[src/rtl/demux1t4_5_buf.sv]
// demux1t4_5_buf: one valid/ready source fanned out to four valid/ready sinks.
// Each sink owns a one-entry holding register. A stalled sink therefore only
// back-pressures words addressed to it.
//
// Handshake (all ports): a word moves across an interface on a rising edge
// where valid and ready are both 1. in_ready depends only on in_sel and
// out_ready (never on in_valid). A producer holds its word stable while
// valid=1 and ready=0. Sink words stay stable while out_valid=1 and
// out_ready=0.
module demux1t4_5_buf #(
    parameter int WIDTH = 5,
    parameter int CNT_W = 8
) (
    input  logic               clk,
    input  logic               rst,
    input  logic [WIDTH-1:0]   in_data,
    input  logic [1:0]         in_sel,
    input  logic               in_valid,
    output logic               in_ready,
    output logic [4*WIDTH-1:0] out_data,
    output logic [3:0]         out_valid,
    input  logic [3:0]         out_ready,
    output logic [2:0]         occupancy,
    output logic [CNT_W-1:0]   xfer_cnt
);

    logic [3:0]       full_q, full_d;
    logic [WIDTH-1:0] data_q [4];
    logic [2:0]       occ_q, occ_d;
    logic [CNT_W-1:0] cnt_q, cnt_d;
    logic [3:0]       push, pop;
    logic             acc;

    // Accept when the addressed slot is empty or is being drained this cycle.
    always_comb begin
        in_ready = ~full_q[in_sel] | out_ready[in_sel];
        acc      = in_valid & in_ready;
    end

    // Per-channel push/pop, next fill state, popcount and transfer count.
    always_comb begin
        push  = '0;
        pop   = '0;
        full_d = '0;
        occ_d = '0;
        for (int i = 0; i < 4; i++) begin
            pop[i]    = full_q[i] & out_ready[i];
            push[i]   = acc & (in_sel == 2'(i));
            full_d[i] = push[i] | (full_q[i] & ~pop[i]);
            occ_d     = occ_d + {2'b00, full_d[i]};
        end
        cnt_d = acc ? cnt_q + {{(CNT_W-1){1'b0}}, 1'b1} : cnt_q;
    end

    // State registers; reset clears every held word immediately.
    always_ff @(posedge clk or posedge rst) begin
        if (rst) begin
            full_q <= '0;
            occ_q  <= '0;
            cnt_q  <= '0;
            for (int i = 0; i < 4; i++) begin
                data_q[i] <= '0;
            end
        end else begin
            full_q <= full_d;
            occ_q  <= occ_d;
            cnt_q  <= cnt_d;
            for (int i = 0; i < 4; i++) begin
                if (push[i]) begin
                    data_q[i] <= in_data;
                end
            end
        end
    end

    // Drive outputs straight from the registers.
    always_comb begin
        out_data = '0;
        for (int i = 0; i < 4; i++) begin
            out_data[i*WIDTH +: WIDTH] = data_q[i];
        end
        out_valid = full_q;
        occupancy = occ_q;
        xfer_cnt  = cnt_q;
    end

endmodule

[config.mk]
export PLATFORM = sky130hd
export DESIGN_NAME = demux1t4_5_buf
export DESIGN_NICKNAME = d
export VERILOG_FILES = /design/src/rtl/demux1t4_5_buf.sv
export SDC_FILE = /design/constraint.sdc
export NUM_CORES = 1
export LEC_CHECK = 0
export CAP_MARGIN = 10
export CORE_MARGIN = 10
export CORE_UTILIZATION = 40
export DETAILED_ROUTE_END_ITERATION = 12
export PLACE_DENSITY_LB_ADDON = 0.15
export SETUP_SLACK_MARGIN = 0.05
export SLEW_MARGIN = 5
export SYNTH_ARGS = -nofsm -noshare
export SYNTH_HDL_FRONTEND = slang
export SYNTH_SLANG_ARGS = --single-unit
export TNS_END_PERCENT = 100
[constraint.sdc]
create_clock -name clk -period 2.49 [get_ports clk]
set_clock_uncertainty 0.2 [all_clocks]
set_input_delay 0.3735 -clock clk [delete_from_list [all_inputs] [get_ports clk]]
set_output_delay 0.3735 -clock clk [all_outputs]
set_load 0.05 [all_outputs]
==> key figures <==
Placed design
  • Final GP Congestion: 0.729
  • Placed cell count: 202
  • Dpl hpwl: 2.72 mm
  • Port buffer count: 49

Critical path
  • Crit path kind: in2out
  • Delay-heaviest family, CP: buffers and inverters
  • Element type at the critical path end: primary output
  • Worst path bufs/invs: 3
  • Crit path launch type: input port
  • Instance count on the critical path: 4
  • WP data required: 1.92 ns
  • Crit path DAT: 1.83 ns
  • Critical Path Most Common Cell: buf_4
  • Largest stage delay, worst path: 0.55 ns
  • Slowest stage cell, crit path: clkdlybuf4s50_1
  • CP Max Fanout: 5
  • R2R depth: 6
  • CP cell instances: clkdlybuf4s50_1 > buf_4 > mux4_2 > buf_4

Clock network
  • Clock sink count: 35
  • Setup bufs post-CTS: 0
  • CTS tree: yes
  • Hold_buf cts: 0
  • Clock Path Buffers: 2
  • Root Buffer Master: clkbuf_4
  • Clk pin slew, worst setup/hold paths: 0.10 ns
  • Number of gates resized after cts: 0
  • Num CTS Buffers: 5
  • # H-tree levels: 2
  • Clk Latency, worst-skew pair: 0.33 ns

Yosys
  • Ys flop type: dfrtp_1
  • Unique cell type count in the Yosys netlist: 21
  • Synth Instances: 97
  • Most common library cells after synthesis: dfrtp_1 (35), mux2_2 (20), nand3_1 (7), xnor2_1 (7)
  • Asr flop ratio synth: 1.00
  • Total number of yosys warnings: 0
  • Post-Syn Area per Cell: 14.8 sq um
  • Synth top area share: 0.610
  • Top-count cell post-synth: dfrtp_1
  • Ranking of synthesized cells by area: dfrtp_1 (61%), mux2_2 (16%), xnor2_1 (4.3%)
  • Proportion of synthesized chip area in sequential cells: 0.610
  • Mapped cell area: 1440 sq um
  • Number of synthesized flops with an enable pin: 0
  • #FFs+latches synth: 35
  • Synth area leader: dfrtp_1
  • Syn nets: 115

Floorplan
  • Floorplan row count: 21
  • Core area: 3390 sq um
  • Die Y: 79.9 microns
  • Die Wd: 79.9 microns
  • I/O Pins: 50
  • Initial Util: 0.423
  • Die area: 6380 sq um

Route
  • DRT iter0 DRCs: 44
  • DRT antenna net count: 0
  • Vias per std cell: 4.87
  • WL/cell: 16.6 microns
  • Via count: 1,023
  • Drt pass-1 iters: 4
  • Post-route DRC: 0
  • Drt total wl: 3.48 mm

Pwr
  • Pwr per Cell Area: 1000 nW/um^2
  • Overall Power: 2.11 mW
  • P_leak: 0.928 nW
  • Worst vdd ir: 0.492 mV

Timing
  • Crit path time final: 2.41 ns
  • RSZ-0062 raised after global routing: false
  • Rel. slew slack: 0.634
  • Period utilization: 0.966
  • Fmax: 416 MHz
  • Final setup fails: 0
  • Max-slew violations: 0
  • Final Hold Viols: 0
  • Slew @ Worst Pin: 0.548 ns
  • Final TNS setup: 0 ns

Min path
  • Worst Hold Class: in2async

Global route
  • Global route total overflow: 0
  • Global Route met1 Usage: 0.114
  • Pin count of the biggest net entering global routing: 36
  • First-pass GRT wire length: 5.53 mm
  • Met2 global-route usage: 0.191
  • GR peak layer: met2
  • Vias in the first global route: 1,117
  • Met3 track demand over resource: 0.0563
  • GR Util All Layers: 0.112
  • Initial antenna violation count: 0

Final layout
  • Layout Utilization: 0.622
  • Final Non-Filler Cells: 210
  • Synth-to-layout area growth: 46.9%
  • Nets: 181
  • # diodes: 0
  • Layout cells sized above 1: 0.268

Run
  • Max Cap Viol: 0

Outcome
  • Status: complete, no violations
-- state kept, by name, summed over array words and instances, names as in the netlist --
register	cells
occupancy	3
out_valid	4
out_data	20
xfer_cnt	8
-- where the power goes --
| group | total (mW) | internal (mW) | switching, mW |
|---|---|---|---|
| Combinational | 1.03 | 0.382 | 0.646 |
| Clock | 0.283 | 0.110 | 0.173 |
| Sequential | 0.798 | 0.702 | 0.0965 |
-- path summary, 6_finish.rpt --
kind | startpoint | endpoint | slack [ns]
worst max-delay path | in_sel[1] | in_ready | 0.08
worst min-delay path | rst | xfer_cnt[5] | 0.24
min in group clk | xfer_cnt[7] | xfer_cnt[7] | 0.28
max in group asynchronous | rst | occupancy[2] | 1.55
worst max register to register | out_valid[1] | occupancy[1] | 0.34
worst min register to register | xfer_cnt[7] | xfer_cnt[7] | 0.28
-- per-layer routing --
metal	part of all wire	vias up	wire [microns]
met4	0.011	0	37
li1	-	474	-
met5	0	-	0
met1	0.39	515	1350
met3	0.086	4	298
met2	0.52	30	1790
-- metrics by stage --
stage	setup slack (ns)	hold slack, ns	cell area [sq um]
finish	0.0837	0.236	2110
global route	0.0527	0.268	2110
CTS	0.0728	0.244	2110
detailed placement	-0.154	0.283	2060
global placement	-0.0207	0.261	2060
floorplan	0.239	0.323	1440
-- logic make-up after synthesis --
| kind of cell | synth area share |
|---|---|
| flops | 0.610 |
| simple gates | 0.111 |
| mux | 0.183 |
| xor+xnor | 0.0427 |
| fa+ha+maj | 0.0401 |
| compound gates | 0.00697 |
| buf+inv | 0.00610 |
-- tightest hold or removal path, cell delays in order --
cell and delay (ns):
clkdlybuf4s50_1 0.40, inv_1 0.05, buf_4 0.38
-- cells in the final DEF, fill, tap and decap left out --
| cell | n |
|---|---|
| nor2_1 | 2 |
| clkdlybuf4s50_1 | 48 |
| nor3b_1 | 1 |
| fa_1 | 1 |
| and3_1 | 3 |
| clkbuf_1 | 2 |
| mux4_2 | 1 |
| o21ai_0 | 2 |
| dfrtp_1 | 35 |
| buf_4 | 12 |
| inv_1 | 1 |
| xnor2_1 | 7 |
| nand4_1 | 2 |
| ha_1 | 3 |
| nand3_1 | 7 |
| clkinv_2 | 1 |
| mux2_4 | 1 |
| clkbuf_4 | 5 |
| nor2b_1 | 1 |
| nand2b_4 | 3 |
| nand2_1 | 3 |
| and2_1 | 1 |
| mux2_2 | 20 |
| nand2b_1 | 1 |
| nand2_2 | 1 |
-- layout make-up --
class / count / area, sq um
Clock buffer: 7 / 45.0
Clock inverter: 1 / 5.00
Fill cell: 280 / 1280
Inverter: 1 / 3.75
Multi-Input combinational cell: 60 / 551
Sequential cell: 35 / 876
Tap cell: 46 / 57.6
Timing Repair Buffer: 60 / 571
Power figures use the tool's default switching activity.
